[src/rtl/ifu_pkg.sv]
// Shared types and constants for the instruction fetch unit.
package ifu_pkg;

  localparam logic [31:0] RESET_PC_DEFAULT = 32'h0000_0000;
  localparam logic [31:0] NOP_INSTR        = 32'h0000_0013;  // addi x0, x0, 0

  // One buffered fetch result: the word and the PC it was fetched from.
  typedef struct packed {
    logic [31:0] pc;
    logic [31:0] instr;
  } fetch_entry_t;

  // Instruction addresses are always word aligned; the low two bits are dropped.
  function automatic logic [31:0] word_align(input logic [31:0] addr);
    return {addr[31:2], 2'b00};
  endfunction

endpackage

[src/rtl/ifu_fifo.sv]
// Small registered FIFO of fetch entries with a synchronous flush.
// Flush wins over push/pop in the same cycle. Output is the registered head,
// so there is no combinational path from i_push to o_head.
module ifu_fifo
  import ifu_pkg::*;
#(
  parameter int DEPTH = 2,
  parameter int CW    = $clog2(DEPTH + 1)
) (
  input  logic              i_clk,
  input  logic              i_rst_n,
  input  logic              i_push,
  input  fetch_entry_t      i_entry,
  input  logic              i_pop,
  input  logic              i_flush,
  output fetch_entry_t      o_head,
  output logic [CW-1:0]     o_count,
  output logic              o_empty,
  output logic              o_full
);

  localparam int PW = (DEPTH > 1) ? $clog2(DEPTH) : 1;

  fetch_entry_t  r_mem [DEPTH];
  logic [PW-1:0] r_wr_ptr;
  logic [PW-1:0] r_rd_ptr;
  logic [CW-1:0] r_count;

  logic w_push;
  logic w_pop;

  // Pointers wrap explicitly so DEPTH need not be a power of two.
  function automatic logic [PW-1:0] ptr_inc(input logic [PW-1:0] ptr);
    if (ptr == PW'(DEPTH - 1)) return '0;
    return ptr + PW'(1);
  endfunction

  assign w_pop  = i_pop && !o_empty;
  assign w_push = i_push && (!o_full || w_pop);

  assign o_empty = (r_count == '0);
  assign o_full  = (r_count == CW'(DEPTH));
  assign o_count = r_count;
  assign o_head  = r_mem[r_rd_ptr];

  // Storage: written on push, no reset needed since count gates visibility.
  always_ff @(posedge i_clk) begin
    if (w_push && !i_flush) begin
      r_mem[r_wr_ptr] <= i_entry;
    end
  end

  // Pointer and occupancy tracking; flush empties the queue in one cycle.
  always_ff @(posedge i_clk or negedge i_rst_n) begin
    if (!i_rst_n) begin
      r_wr_ptr <= '0;
      r_rd_ptr <= '0;
      r_count  <= '0;
    end else if (i_flush) begin
      r_wr_ptr <= '0;
      r_rd_ptr <= '0;
      r_count  <= '0;
    end else begin
      if (w_push) r_wr_ptr <= ptr_inc(r_wr_ptr);
      if (w_pop)  r_rd_ptr <= ptr_inc(r_rd_ptr);
      unique case ({w_push, w_pop})
        2'b10:   r_count <= r_count + CW'(1);
        2'b01:   r_count <= r_count - CW'(1);
        default: r_count <= r_count;
      endcase
    end
  end

endmodule

[src/rtl/ifu_fetch.sv]
// RV32I instruction fetch stage.
// Memory side: req/gnt/rvalid. A request is accepted on req && gnt; exactly
// one rvalid comes back per accepted request, in order, no earlier than the
// cycle after the grant.
// Decode side: valid/ready. An entry transfers on instr_valid_o &&
// instr_ready_i; instr_o/pc_o hold steady while valid is high and not accepted,
// except that a redirect masks valid in its own cycle.
// Credit rule: queued entries plus outstanding requests never exceed DEPTH, so
// a returning word always has a free slot.
module ifu_fetch
  import ifu_pkg::*;
#(
  parameter logic [31:0] RESET_PC = RESET_PC_DEFAULT,
  parameter int          DEPTH    = 2
) (
  input  logic        clk_i,
  input  logic        rst_ni,
  output logic        imem_req_o,
  output logic [31:0] imem_addr_o,
  input  logic        imem_gnt_i,
  input  logic        imem_rvalid_i,
  input  logic [31:0] imem_rdata_i,
  input  logic        redirect_i,
  input  logic [31:0] redirect_pc_i,
  output logic        instr_valid_o,
  input  logic        instr_ready_i,
  output logic [31:0] instr_o,
  output logic [31:0] pc_o
);

  localparam int CW = $clog2(DEPTH + 1);

  logic [31:0]   r_pc;           // next address to request
  logic [31:0]   r_resp_pc;      // PC of the next response to be kept
  logic [CW-1:0] r_outstanding;  // granted requests without rvalid yet
  logic [CW-1:0] r_discard;      // wrong-path responses still to drop

  logic [CW-1:0] w_count;
  logic          w_empty;
  logic          w_full;
  fetch_entry_t  w_head;
  fetch_entry_t  w_new_entry;
  logic [CW:0]   w_inflight;
  logic          w_credit;
  logic          w_req;
  logic          w_grant;
  logic          w_keep;
  logic          w_drop;
  logic          w_valid;
  logic          w_pop;
  logic [31:0]   w_target;

  assign w_inflight = {1'b0, w_count} + {1'b0, r_outstanding};
  assign w_credit   = (w_inflight < (CW + 1)'(DEPTH));
  // Reset gating keeps req low while rst_ni is asserted.
  assign w_req      = rst_ni && !redirect_i && w_credit;
  assign w_grant    = w_req && imem_gnt_i;

  // A response in a redirect cycle is always dropped; otherwise discard decides.
  assign w_keep = imem_rvalid_i && !redirect_i && (r_discard == '0);
  assign w_drop = imem_rvalid_i && !redirect_i && (r_discard != '0);

  assign w_valid  = !w_empty && !redirect_i;
  assign w_pop    = w_valid && instr_ready_i;
  assign w_target = word_align(redirect_pc_i);

  assign w_new_entry.pc    = r_resp_pc;
  assign w_new_entry.instr = imem_rdata_i;

  ifu_fifo #(
    .DEPTH (DEPTH),
    .CW    (CW)
  ) u_fifo (
    .i_clk   (clk_i),
    .i_rst_n (rst_ni),
    .i_push  (w_keep),
    .i_entry (w_new_entry),
    .i_pop   (w_pop),
    .i_flush (redirect_i),
    .o_head  (w_head),
    .o_count (w_count),
    .o_empty (w_empty),
    .o_full  (w_full)
  );

  // PC tracking: request PC advances per grant, response PC per kept word.
  always_ff @(posedge clk_i or negedge rst_ni) begin
    if (!rst_ni) begin
      r_pc      <= RESET_PC;
      r_resp_pc <= RESET_PC;
    end else if (redirect_i) begin
      r_pc      <= w_target;
      r_resp_pc <= w_target;
    end else begin
      if (w_grant) r_pc      <= r_pc + 32'd4;
      if (w_keep)  r_resp_pc <= r_resp_pc + 32'd4;
    end
  end

  // In-flight accounting: every response still due at a redirect is wrong-path.
  always_ff @(posedge clk_i or negedge rst_ni) begin
    if (!rst_ni) begin
      r_outstanding <= '0;
      r_discard     <= '0;
    end else if (redirect_i) begin
      // No grant is possible in a redirect cycle, so only rvalid retires one.
      r_outstanding <= r_outstanding - CW'(imem_rvalid_i);
      r_discard     <= r_outstanding - CW'(imem_rvalid_i);
    end else begin
      unique case ({w_grant, imem_rvalid_i})
        2'b10:   r_outstanding <= r_outstanding + CW'(1);
        2'b01:   r_outstanding <= r_outstanding - CW'(1);
        default: r_outstanding <= r_outstanding;
      endcase
      if (w_drop) r_discard <= r_discard - CW'(1);
    end
  end

  assign imem_req_o    = w_req;
  assign imem_addr_o   = r_pc;
  assign instr_valid_o = w_valid;
  assign instr_o       = w_valid ? w_head.instr : NOP_INSTR;
  assign pc_o          = w_valid ? w_head.pc : 32'h0;

  // w_full is informative only; the credit rule already prevents overflow.
  logic w_unused;
  assign w_unused = w_full;

endmodule

[config.mk]
export PLATFORM = sky130hd
export DESIGN_NAME = ifu_fetch
export DESIGN_NICKNAME = d
export VERILOG_FILES = /design/src/rtl/ifu_pkg.sv /design/src/rtl/ifu_fifo.sv /design/src/rtl/ifu_fetch.sv
export SDC_FILE = /design/constraint.sdc
export NUM_CORES = 1
export LEC_CHECK = 0
export BUFFER_PORTS_ARGS = -buffer_cell sky130_fd_sc_hd__buf_2
export CAP_MARGIN = 10
export CORE_MARGIN = 1
export CORE_UTILIZATION = 50
export DETAILED_ROUTE_END_ITERATION = 7
export PLACE_DENSITY_LB_ADDON = 0.15
export RECOVER_POWER = 100
export SETUP_SLACK_MARGIN = 0.3
export SYNTH_ARGS = -nofsm -noshare
export SYNTH_HDL_FRONTEND = slang
export SYNTH_SLANG_ARGS = --single-unit
export TNS_END_PERCENT = 50
[constraint.sdc]
create_clock -name clk_i -period 6.4 [get_ports clk_i]
set_clock_uncertainty 0.1 [all_clocks]
set_input_delay 0.64 -clock clk_i [delete_from_list [all_inputs] [get_ports clk_i]]
set_output_delay 0.64 -clock clk_i [all_outputs]
set_load 0.02 [all_outputs]
# Word level (Yosys, flattened, before mapping)
# Memory sizes are Yosys's and may differ from the RTL's.
# Cells that the tools add are included.
# totals
regBits	72
ramBits	128
in_bits	70
elab_cells	78
memories	1
out_inout_bits	98
# mem_list
name	words	word_bits	read_ports	rd_clocked_by_memory_dff	wr	line_no	source
u_fifo.r_mem	2	64	1	0	1	ifu_fifo.sv:24	fetch_entry_t r_mem [DEPTH];
# classes
n_mux	28
magnitude_cmp	1
reduce_logical	25
add_sub_neg	11
eq_ne	5
# ops
op	count
32-bit 2-to-1 mux	6
32-bit by 3-bit adder with 32-bit output, second input constant	2
1-bit 2-to-1 mux	16
2-bit nonzero test	6
1-bit logical AND	11
2-bit 2-to-1 mux	4
2-bit case mux with 2 select lines	2
2-bit equality test, second input constant	3
3-bit nonzero test	2
2-bit by 1-bit subtractor with 2-bit output, second input constant	3
2-bit by 1-bit adder with 2-bit output, second input constant	2
2-bit by 1-bit equality test with 1-bit output, second input constant	2
2-bit logical NOT	2
2-bit by 2-bit adder with 3-bit output	1
1-bit logical NOT	3
3-bit by 2-bit < comparator with 1-bit output, second input constant	1
1-bit adder, second input constant	2
2-bit by 1-bit subtractor with 2-bit output	1
1-bit logical OR	1

# Depth between registers and ports, before layout
# Gate-level depths: netlist of run 1.
# depth
ltp_word	12
mapped_depth	9
depth_no_buf	7

# Cells and area by module
# Synthesis of run 1 repeated with hierarchy kept, for this count alone.
# unflattened
cells_unflattened	683
hier_area_um2	9024.9
# modules_own_cells
module	seq_area_each_um2	n_inst	cells_per_inst	area_each_um2
ifu_fifo	3943.8	1	224	4853.4
ifu_fetch	1601.5	1	459	4171.5

# Worst setup path before layout of run 1
# Ideal clock, no wire load.
# synth_timing
path_type	input port to flip-flop
start	input redirect_i
end	memory u_fifo.r_mem[1][0] (netlist bit), enable pin
required_time_ns	5.729
setup_ns	0.571
path_buffers	3
path_stages	4
arrival_ns	5.814
setup_slack_ns	-0.085
cell_sequence	clkbuf_1 -> clkbuf_1 -> clkbuf_1 -> nor3b_1
# synth_between
elab_chain_len	9
elab_cells_between_ends	11
classes_between	mux (2); reduce/logical (9)
# synth_rtl
item	line_no	source
start, declared	ifu_fetch.sv:23	input logic redirect_i,
1-bit logical NOT *	ifu_fifo.sv:48, ifu_fetch.sv:60, ifu_fetch.sv:63	
1-bit logical AND	ifu_fetch.sv:63	assign w_valid = !w_empty && !redirect_i;
1-bit logical AND	ifu_fetch.sv:64	assign w_pop = w_valid && instr_ready_i;
1-bit logical AND	ifu_fifo.sv:38	assign w_pop = i_pop && !o_empty;
1-bit logical OR	ifu_fifo.sv:39	assign w_push = i_push && (!o_full || w_pop);
1-bit logical AND	ifu_fifo.sv:39	
1-bit logical AND *	ifu_fifo.sv:48	if (w_push && !i_flush) begin
1-bit 2-to-1 mux *	ifu_fifo.sv:48	
1-bit 2-to-1 mux (not written as such) *	ifu_fifo.sv:49	r_mem[r_wr_ptr] <= i_entry;
end, declared	ifu_fifo.sv:24	
# Every way passes the cells marked *; elsewhere a longest branch is shown, timed or not.

# Worst setup path after layout of run 1
# layout_timing
start	register u_fifo.r_count[1], in the netlist u_fifo.o_count[1]
end	output pc_o[15]
# layout_between
elab_chain_len	4
# layout_rtl
item	line_no	source
start, declared	ifu_fifo.sv:27	logic [CW-1:0] r_count;
start signal, assigned	ifu_fifo.sv:67	2'b10: r_count <= r_count + CW'(1);
start signal, assigned	ifu_fifo.sv:68	2'b01: r_count <= r_count - CW'(1);
start signal, assigned	ifu_fifo.sv:69	default: r_count <= r_count;
2-bit logical NOT	ifu_fifo.sv:41	assign o_empty = (r_count == '0);
1-bit logical NOT	ifu_fetch.sv:63	
1-bit logical AND	ifu_fetch.sv:63	
32-bit 2-to-1 mux	ifu_fetch.sv:123	assign pc_o = w_valid ? w_head.pc : 32'h0;
end, declared	ifu_fetch.sv:28	output logic [31:0] pc_o
# Every way passes these cells.

==> run metrics, run 1 <==
outcome complete, but fails checks; failing checks capacitance limit, slew limit; CTS Sinks 192; Worst Path Max Fanout 37; TritonCTS buffer count 17; Pwr Total 3.035 mW; Post-route DRC 0; Synth Instances 685; Max rail drop VDD 0.2122 mV; post-CTS sizing 0; cells on worst reg2reg path 7; Reg power frac 51.4%; sw frac 27.65%; critical path, cell by cell o21ai_1, buf_4, nor2_1, clkbuf_1; worst slack at placement 3.162 ns; Clock power frac 34.0%; RR Startpoint u_fifo.o_count[0]; via count 6043; Clock Pin Slew Worst Setup and Hold Paths 0.07 ns; Period Utilization, post-route 69.20%; crit path kind reg2out; Seq/Total Area, Yosys 63.28%; Bufs on Longest Clock Path 2; number of antenna violations at the first check in global routing 0; Seq cells post-synth 192; Logic pwr share 14.5%; commonest non-fill, non-tap cell in the layout edfxtp_1; Final Max Slew Viols 38; Hold Path End u_fifo.r_mem[0][3]; Post-Route WL 18620 µm; Sw Pwr 0.8390 mW; gr ovfl total 0; root buffer cell clkbuf_16; RSZ-0062 raised after global routing false; hold depth 1; FF-to-FF End r_outstanding[1]; min-delay src imem_rdata_i[3]; CP max-delay cell o21ai_1; CTS H-tree lvls 4; vias in the first global route 5956; initial drt markers 368; Placeable Area 16640 µm²; R2R Setup Slk 2.56 ns; most frequent cells in the layout edfxtp_1, clkbuf_1, nor2_1; port bufs 161; Synth Cell Area 8573 µm²; WHS 0.3058 ns; final hold vios 0; Fillers 1390; via density per instance 5.616; gr usage total 22.06%; Starting Density 51.51%; latest clock arrival within the worst-skew pair 0.42 ns; Final WS setup 1.971 ns; Synth warnings 0; layout cells sized above 1 12.97%; post-route ant nets 0; die extent in y 132.9 µm; Detail Placement HPWL 12700 µm; post-route setup TNS 0 ns; # nets final 918; first drt pass iteration count 4; total power per unit cell area 302.3 nW/µm²; type of the most critical hold path in2reg; largest net degree at the start of global routing 64; Max Fclk 225.8 MHz; Slew @ Worst Pin 2.688 ns; library cells used by synthesis 52; Layout area overhead 17.10%; Pint 2.196 mW; antenna cells 0; max cap viols 1; leakage 3.517 nW; post-detailed-route wirelength per cell 17.30 µm; Final setup viols 0; die width 132.9 µm; relative slew slack -80.42%; Post-Syn Area per Cell 12.52 µm²; CTS tree built; first-pass GRT wire length 30110 µm; CP required 5.66 ns; CP max stage delay 2.03 ns; row cnt 47; CP arrival 3.69 ns; minimum clock period 4.429 ns; routability cong. 0.8695; CP endpoint kind output pin; I/O pin cnt 168; post-layout util 60.33%; Die ar. 17670 µm²; CP startpoint kind register
==> state kept, by name, indices dropped and copies added, names as in the netlist <==
signal           cells
u_fifo.r_mem       124
imem_addr_o         30
r_resp_pc           30
r_discard            2
r_outstanding        2
u_fifo.o_count       2
u_fifo.r_rd_ptr      1
u_fifo.r_wr_ptr      1
==> worst max-delay path by stage <==
stage,startpoint,endpoint
finish,u_fifo.o_count[1],pc_o[15]
global route,u_fifo.o_count[1],instr_o[0]
CTS,u_fifo.o_count[0],r_outstanding[1]
detailed placement,u_fifo.o_count[0],r_outstanding[1]
global placement,u_fifo.o_count[0],imem_addr_o[18]
floorplan,redirect_i,u_fifo.r_mem[0][0]
==> critical path, delay by kind of cell, from the launching register on <==
family          cells  cell delay [ns]
flops               1             0.47
compound gates      1             2.03
buf+inv             2             0.68
simple gates        1             0.07
==> stage by stage <==
step	area (µm²)	instances
final	10040	1076
after global routing	10040	1076
after CTS	10210	1076
after detailed placement	9612	1043
after global placement	9612	1043
after floorplan	8589	688
==> per-layer routing <==
metal  track usage [%]  up-vias  part of all wire [%]
met4             9.962        0                   2.3
li1                  -     2809                     -
met5                 0        -                     0
met2             34.82      252                    47
met1             29.36     2944                    43
met3             4.751       38                   7.2
==> power groups by stage <==
| stage | Sequential, mW | Clock [mW] | Combinational [mW] |
|---|---|---|---|
| after global routing | 1.58 | 1.10 | 0.491 |
| after CTS | 1.56 | 1.06 | 0.466 |
| after global placement | 1.57 | 0 | 0.449 |
| final | 1.56 | 1.03 | 0.441 |
| after detailed placement | 1.58 | 0 | 0.463 |
| after floorplan | 1.57 | 0 | 0.309 |
==> final cells by class <==
type	count	area, µm²	share of cell area, %
Clock buffer	17	425.4	4.237
Clock inverter	15	158.9	1.583
Inverter	17	63.81	0.6356
Multi-Input combinational cell	445	2952	29.40
Sequential cell	192	5429	54.08
Tap cell	220	275.3	2.742
Timing Repair Buffer	170	735.7	7.328
==> timing repair <==
action,CTS,global route
endpoints found under the hold margin,11,0
hold buffers,1,0
buffers inserted,0,0
==> synth_stat cells (all sizes together) <==
| cell type | count | area (µm²) |
|---|---|---|
| nor4 | 13 | 81.33 |
| a41oi | 1 | 8.760 |
| or2 | 2 | 12.52 |
| nor2 | 77 | 289.0 |
| clkinv | 1 | 3.750 |
| a21boi | 10 | 75.07 |
| or4 | 1 | 11.26 |
| o21ai | 28 | 140.1 |
| a31oi | 3 | 18.77 |
| inv | 16 | 60.06 |
| or3 | 2 | 12.51 |
| nand3b | 1 | 7.510 |
| edfxtp | 124 | 3724 |
| ha | 4 | 50.05 |
| a221oi | 3 | 26.28 |
| o41a | 1 | 11.26 |
| nand3 | 23 | 115.1 |
| mux2i | 66 | 660.6 |
| o211ai | 6 | 45.04 |
| or3b | 1 | 8.760 |
| xnor2 | 34 | 297.8 |
| nand2b | 9 | 56.30 |
| xor2 | 14 | 122.6 |
| mux2 | 11 | 123.9 |
| nor3 | 19 | 95.09 |
| clkbuf | 23 | 87.58 |
| o221ai | 3 | 26.28 |
| and4 | 9 | 81.33 |
| a21oi | 5 | 25.02 |
| nor3b | 2 | 15.01 |
| fa | 1 | 20.02 |
| dfrtp | 68 | 1702 |
| nand2 | 50 | 187.7 |
| o31ai | 1 | 7.510 |
| a211oi | 2 | 15.01 |
| and2 | 6 | 37.54 |
| conb | 1 | 3.750 |
| nor2b | 1 | 6.260 |
| and3 | 9 | 56.30 |
| buf | 11 | 57.55 |
| nand4 | 13 | 87.58 |
| nor4b | 2 | 32.53 |
| a21o | 2 | 15.01 |
| o311ai | 6 | 52.55 |
==> kinds of logic (layout without fill, tap and decap cells) <==
kind of cell	count (synthesis)	count (layout)	share of synthesized area [%]
flops	192	192	63.28
simple gates	240	240	13.92
buf+inv	51	219	2.437
fa+ha+maj	5	5	0.8173
xor+xnor	48	48	4.904
compound gates	71	71	5.444
mux	77	77	9.151
other cells	1	4	0.04374
Note: power is estimated with default switching activity, not from simulation.
==> run 2: changes to the inputs <==
ABC_AREA = 1   (was default)
CORE_UTILIZATION = 55   (was 50)
clock period = 4.2 ns   (was 6.4 ns; I/O delays follow)
==> run 2 against run 1 <==
  * The run still ends with capacitance limit, slew limit left
  * Non-clock buffer count stayed put
  * Synthesized cell count is 56% higher
  * Register-to-register slack worse by 1.6 ns
  * Die area is 4.1% higher
  * Core utilization is 4.5 points higher
  * Clock power is 63% higher
  * Via count is 27% higher
  * Power is 85% higher
==> run metrics, run 2 <==
Detail Placement HPWL 15820 µm (+25%); first-pass GRT wire length 35280 µm (+17%); EDFF count, synth 124 (unchanged); Synth top area share 37.89% (-5.5 points); CTS tree built; row cnt 48 (+2.1%); first drt pass iteration count 5 (+1); antenna cells 0 (unchanged); RSZ-0062 raised after global routing false; number of antenna violations at the first check in global routing 0 (unchanged); max cap viols 1 (unchanged); post-route setup TNS 0 ns (unchanged); Synth Instances 1068 (+56%); largest cells by area after synthesis edfxtp_1, dfrtp_1, nand2_1, mux2_2, inv_1; CP arrival 2.75 ns (-0.94 ns); largest net degree at the start of global routing 64 (unchanged); R2R Setup Slk 0.97 ns (-1.59 ns); cells on worst reg2reg path 9 (+2); Layout area overhead 14.53%; Bufs on Longest Clock Path 2 (unchanged); type of the most critical hold path in2reg; Final setup viols 0 (unchanged); most common library cells after synthesis nand2_1, inv_1, edfxtp_1, nor2_1, dfrtp_1; layout cells sized above 1 14.45% (+1.5 points); area occupied by multi-input gates 3643 µm² (+23%); Clock Pin Slew Worst Setup and Hold Paths 0.07 ns (about the same); CP max-delay cell dfrtp_1; CP startpoint kind register; commonest non-fill, non-tap cell in the layout nand2_1; root buffer cell clkbuf_16; FF-to-FF End r_resp_pc[27]; min-delay src imem_rdata_i[1]; die width 135.7 µm (+2.1%); Die ar. 18410 µm² (+4.1%); Slew @ Worst Pin 1.595 ns (-1.093 ns); port bufs 161 (unchanged); Post-Syn Area per Cell 9.202 µm² (-26%); cell with the most instances after synthesis nand2_1; initial drt markers 485 (+32%); Seq/Total Area, Yosys 55.20% (-8.1 points); WHS 0.06948 ns (-0.2364 ns); Synth Cell Area 9828 µm² (+15%); Hold Path End u_fifo.r_mem[0][1]; library cells used by synthesis 47 (-9.6%); worst slack at placement 1.446 ns (-1.716 ns); Placeable Area 17360 µm² (+4.3%); CTS Sinks 192 (unchanged); I/O pin cnt 168 (unchanged); post-route ant nets 0 (unchanged); largest register by flop count u_fifo.r_mem; final hold vios 0 (unchanged); Post-CTS Hold Fix Bufs 0 (-1); Fillers 1522 (+9.5%); leakage 4.952 nW (+41%); failing checks capacitance limit, slew limit; via count 7678 (+27%); Final Max Slew Viols 29 (-24%); RR Startpoint r_discard[0]; post-CTS setup buffers 0 (unchanged); via density per instance 5.245 (-6.6%); Max Fclk 306.0 MHz; routability cong. 0.9643 (+11%); Max rail drop VDD 0.2961 mV (+40%); TritonCTS buffer count 17 (unchanged); die extent in y 135.7 µm (+2.1%); Main synth FF type edfxtp_1; latest clock arrival within the worst-skew pair 0.43 ns (about the same); critical path, cell by cell buf_12, mux2_2, nand2_1, inv_1, clkbuf_1; most frequent cells in the layout nand2_1, inv_1, edfxtp_1; post-CTS sizing 0 (unchanged); CTS H-tree lvls 4 (unchanged); CP required 3.68 ns (-1.98 ns); Worst Path Max Fanout 34 (-8.1%); total power per unit cell area 500.0 nW/µm² (+65%); crit path kind reg2out; CP endpoint kind output pin; gr ovfl total 0 (unchanged); Post-route DRC 0 (unchanged); FF+latch area 5425 µm² (about the same); CP max stage delay 1.28 ns (-0.75 ns); Final WS setup 0.9320 ns (-1.039 ns); largest area contributor in the netlist edfxtp_1; max FFs per register 124 (unchanged); Starting Density 56.62% (+5.1 points); vias in the first global route 7187 (+21%); gr usage total 25.22% (+3.2 points); # nets final 1301 (+42%); outcome complete, but fails checks; minimum clock period 3.268 ns; post-detailed-route wirelength per cell 15.31 µm (-12%); Period Utilization, post-route 77.81%; hold depth 1 (unchanged); Post-Route WL 22410 µm (+20%); relative slew slack -6.349% (+74 points); Pwr Total 5.628 mW (+85%); Synth warnings 0 (unchanged); Seq cells post-synth 192 (unchanged); ys async rst share 35.42% (unchanged)
-- run 2: cell type report --
type / instances / area share (%)
Sequential cell: 192 / 48.20
Multi-Input combinational cell: 700 / 32.37
Timing Repair Buffer: 170 / 6.625
Inverter: 145 / 4.891
Clock buffer: 17 / 3.779
Tap cell: 225 / 2.501
Clock inverter: 15 / 1.634
-- run 2: cell families after synthesis --
family / after synthesis / share of synthesized area, %
AND/OR/NAND/NOR: 525 / 22.55
flip-flops: 192 / 55.20
buffers and inverters: 179 / 7.613
AO/OA/AOI/OAI: 86 / 5.258
multiplexers: 59 / 6.760
XOR/XNOR: 21 / 1.871
adder cells (fa/ha/maj): 5 / 0.7130
other: 1 / 0.03816
-- run 2: per-stage QoR --
| step | std cells | util, % | instance area [µm²] |
|---|---|---|---|
| finish | 1464 | 64.85 | 11260 |
| global route | 1464 | 64.85 | 11260 |
| CTS | 1464 | 66.03 | 11460 |
| detailed placement | 1432 | 62.52 | 10850 |
| global placement | 1432 | 62.52 | 10850 |
| floorplan | 1071 | - | 9839 |
-- run 2: report_power, final --
part           total [mW]  internal (mW)  switching, mW
Sequential           2.53           2.28          0.255
Clock                1.68          0.911          0.773
Combinational        1.42          0.493          0.922
Total                5.63           3.68           1.95
-- run 2: worst max-delay path by stage --
stage	from	endpoint	slack [ns]
finish	u_fifo.r_rd_ptr	pc_o[9]	0.93
global route	u_fifo.r_rd_ptr	pc_o[9]	0.75
CTS	u_fifo.r_rd_ptr	pc_o[16]	1.37
detailed placement	r_outstanding[0]	imem_addr_o[24]	1.45
global placement	r_outstanding[0]	imem_addr_o[31]	1.50
floorplan	redirect_i	u_fifo.r_mem[0][0]	-0.16
-- run 2: critical path: cells and delay by family, from the launching register on --
family,cells,cell delay (ns)
mux,1,0.36
flops,1,1.28
simple gates,1,0.07
buf+inv,3,0.57
-- run 2: layer usage --
| layer | GRT usage, % | part of all wire (%) |
|---|---|---|
| met1 | 32.52 | 43 |
| met3 | 4.938 | 7.4 |
| met5 | 0 | 0 |
| met4 | 11.49 | 3.2 |
| met2 | 41.10 | 46 |
==> run 3: changes to the inputs <==
CORE_UTILIZATION = 51   (was 55)
clock period = 2.9 ns   (was 4.2 ns; I/O delays follow)
==> run 3 against run 2 <==
  * The run still ends with capacitance limit, slew limit left
  * Register-to-register slack lost 0.63 ns
  * Wire length up 3.5%
  * Core utilization shrank 3.0 points
  * Hold slack got worse by 0.064 ns
  * Critical endpoint is now r_outstanding[1]
  * Highest routed layer unchanged
==> run metrics, run 3 (synthesis gave the netlist of run 2 again) <==
outcome complete, but fails checks; failing checks capacitance limit, slew limit; max cap viols 1 (unchanged); CTS H-tree lvls 4 (unchanged); Placeable Area 18770 µm² (+8.1%); Layout area overhead 18.21%; CP endpoint kind register; CTS Sinks 192 (unchanged); Final Max Slew Viols 69 (+140%); type of the most critical hold path in2reg; port bufs 161 (unchanged); via density per instance 5.164 (-1.5%); most frequent cells in the layout nand2_1, inv_1, edfxtp_1; CP max stage delay 0.45 ns (-0.83 ns); die extent in y 140.8 µm (+3.8%); antenna cells 0 (unchanged); post-CTS setup buffers 0 (unchanged); post-route ant nets 0 (unchanged); FF+latch area 5426 µm² (about the same); via count 7772 (+1.2%); Final WS setup 0.3419 ns (-0.5901 ns); Sw Pwr 2.801 mW (+44%); CP required 3.11 ns (-0.57 ns); Fillers 1672 (+9.9%); I/O pin cnt 168 (unchanged); Reg power frac 44.5% (-0.4 points); vias in the first global route 7287 (+1.4%); largest net degree at the start of global routing 69 (+7.8%); Post-route DRC 0 (unchanged); Non-Filler Instances 1505 (+2.8%); Clock power frac 29.1% (-0.8 points); RSZ-0062 raised after global routing false; latest clock arrival within the worst-skew pair 0.44 ns (about the same); post-detailed-route wirelength per cell 15.41 µm (+0.65%); leakage 5.062 nW (+2.2%); routability cong. 0.9414 (-2.4%); die width 140.8 µm (+3.8%); minimum clock period 2.558 ns; dpl cells 1441 (+0.63%); CP max-delay cell fa_1; relative slew slack -23.35% (-17 points); largest register by flop count u_fifo.r_mem; final hold vios 0 (unchanged); Final setup viols 0 (unchanged); Clock Pin Slew Worst Setup and Hold Paths 0.08 ns (about the same); Crit. Startpoint r_outstanding[0]; sw frac 34.42% (-0.22 points); total power per unit cell area 700.5 nW/µm² (+40%); # nets final 1333 (+2.5%); first-pass GRT wire length 37030 µm (+4.9%); max FFs per register 124 (unchanged); Worst Path Max Fanout 9 (-74%); number of antenna violations at the first check in global routing 0 (unchanged); initial drt markers 403 (-17%); CP arrival 2.77 ns (+0.02 ns); Die ar. 19830 µm² (+7.7%); RR Startpoint r_outstanding[0]; root buffer cell clkbuf_16; crit path kind reg2reg; Max Fclk 390.9 MHz; CTS tree built; Pint 5.337 mW (+45%); critical path, cell by cell nand2_1, inv_1, fa_1, nor2_1, nand4_4, nand2_1, inv_1, o21ai_0, o21ai_0; min-delay src redirect_pc_i[26]; worst slack at placement 0.4338 ns (-1.013 ns); Logic pwr share 26.3% (+1.2 points); TritonCTS buffer count 17 (unchanged); Bufs on Longest Clock Path 2 (unchanged); CP startpoint kind register; Slew @ Worst Pin 1.850 ns (+0.2550 ns); layout cells sized above 1 13.45% (-0.99 points); row cnt 50 (+4.2%); first drt pass iteration count 5 (unchanged); Post-Route WL 23190 µm (+3.5%); gr usage total 24.28% (-0.94 points); area occupied by multi-input gates 3655 µm² (+0.31%); Period Utilization, post-route 88.21%; Detail Placement HPWL 15820 µm (about the same); gr ovfl total 0 (unchanged); commonest non-fill, non-tap cell in the layout nand2_1; Starting Density 52.37% (-4.3 points); Max rail drop VDD 0.4223 mV (+43%)
[run 3: cell count changes in the layout (fill, tap and decap cells not counted), moves of 3 or more]
cell | before | now
inv_6 | 7 | 4
clkbuf_1 | 106 | 114
dlygate4sd3_1 | 0 | 32
buf_2 | 56 | 47
[run 3: power groups by stage]
stage	registers [mW]	clock network [mW]	logic, mW
3_3_place_gp	3.66	0	2.17
3_5_place_dp	3.67	0	2.20
6_report	3.62	2.37	2.14
2_1_floorplan	3.67	0	1.50
5_1_grt	3.67	2.53	2.38
4_1_cts	3.62	2.41	2.24
[run 3: cell type report]
type,instances,area share [%]
clock buffers,17,3.662
clock inverters,15,1.540
inverters,145,4.750
multi-input cells,700,31.46
flip-flops and latches,192,46.71
well taps,234,2.520
repair buffers,202,9.359
[run 3: worst max-delay path: cells and delay by family (launching register included)]
| kind | cells | cell delay (ns) |
|---|---|---|
| and+or+nand+nor | 4 | 0.70 |
| AOI/OAI and AO/OA | 2 | 0.52 |
| adders and majority gates | 1 | 0.45 |
| DFF | 1 | 0.43 |
| buffers and inverters | 2 | 0.23 |
[run 3: per-layer routing]
metal  global-route usage (%)  routed length (µm)
met1                    31.58               10500
met2                    40.53               10820
met3                    4.076                1250
met4                    9.897                 613
met5                        0                   0
[run 3: per-stage QoR]
step	instance area, µm²	total power [mW]	TNS [ns]	utilization, %	hold WS (ns)
6_report	11620	8.138	0	61.90	0.005330
5_1_grt	11620	8.580	0	61.90	0.01883
4_1_cts	11790	8.270	0	62.81	0.0002999
3_5_place_dp	10860	5.871	0	57.88	0.3828
3_3_place_gp	10860	5.828	0	57.88	0.3778
2_1_floorplan	9844	5.171	-41.88	-	-0.1056
[run 3: path summary, 6_finish.rpt]
kind / depth (start not counted) / endpoint / slack, ns
worst min register to register: 0 / u_fifo.r_mem[0][34] / 0.43
worst min-delay path: 3 / r_resp_pc[26] / 0.005
worst max-delay path: 9 / r_outstanding[1] / 0.34
worst max register to register: 9 / r_outstanding[1] / 0.34
max in group asynchronous: 2 / u_fifo.r_rd_ptr / 0.93
min in group asynchronous: 2 / imem_addr_o[7] / 0.57
[run 3: repair_timing]
item                                    CTS  global route
hold buffers                             32             0
gates resized for setup                   0             1
hold endpoints to repair                 64             0
endpoints found under the setup margin    0            14
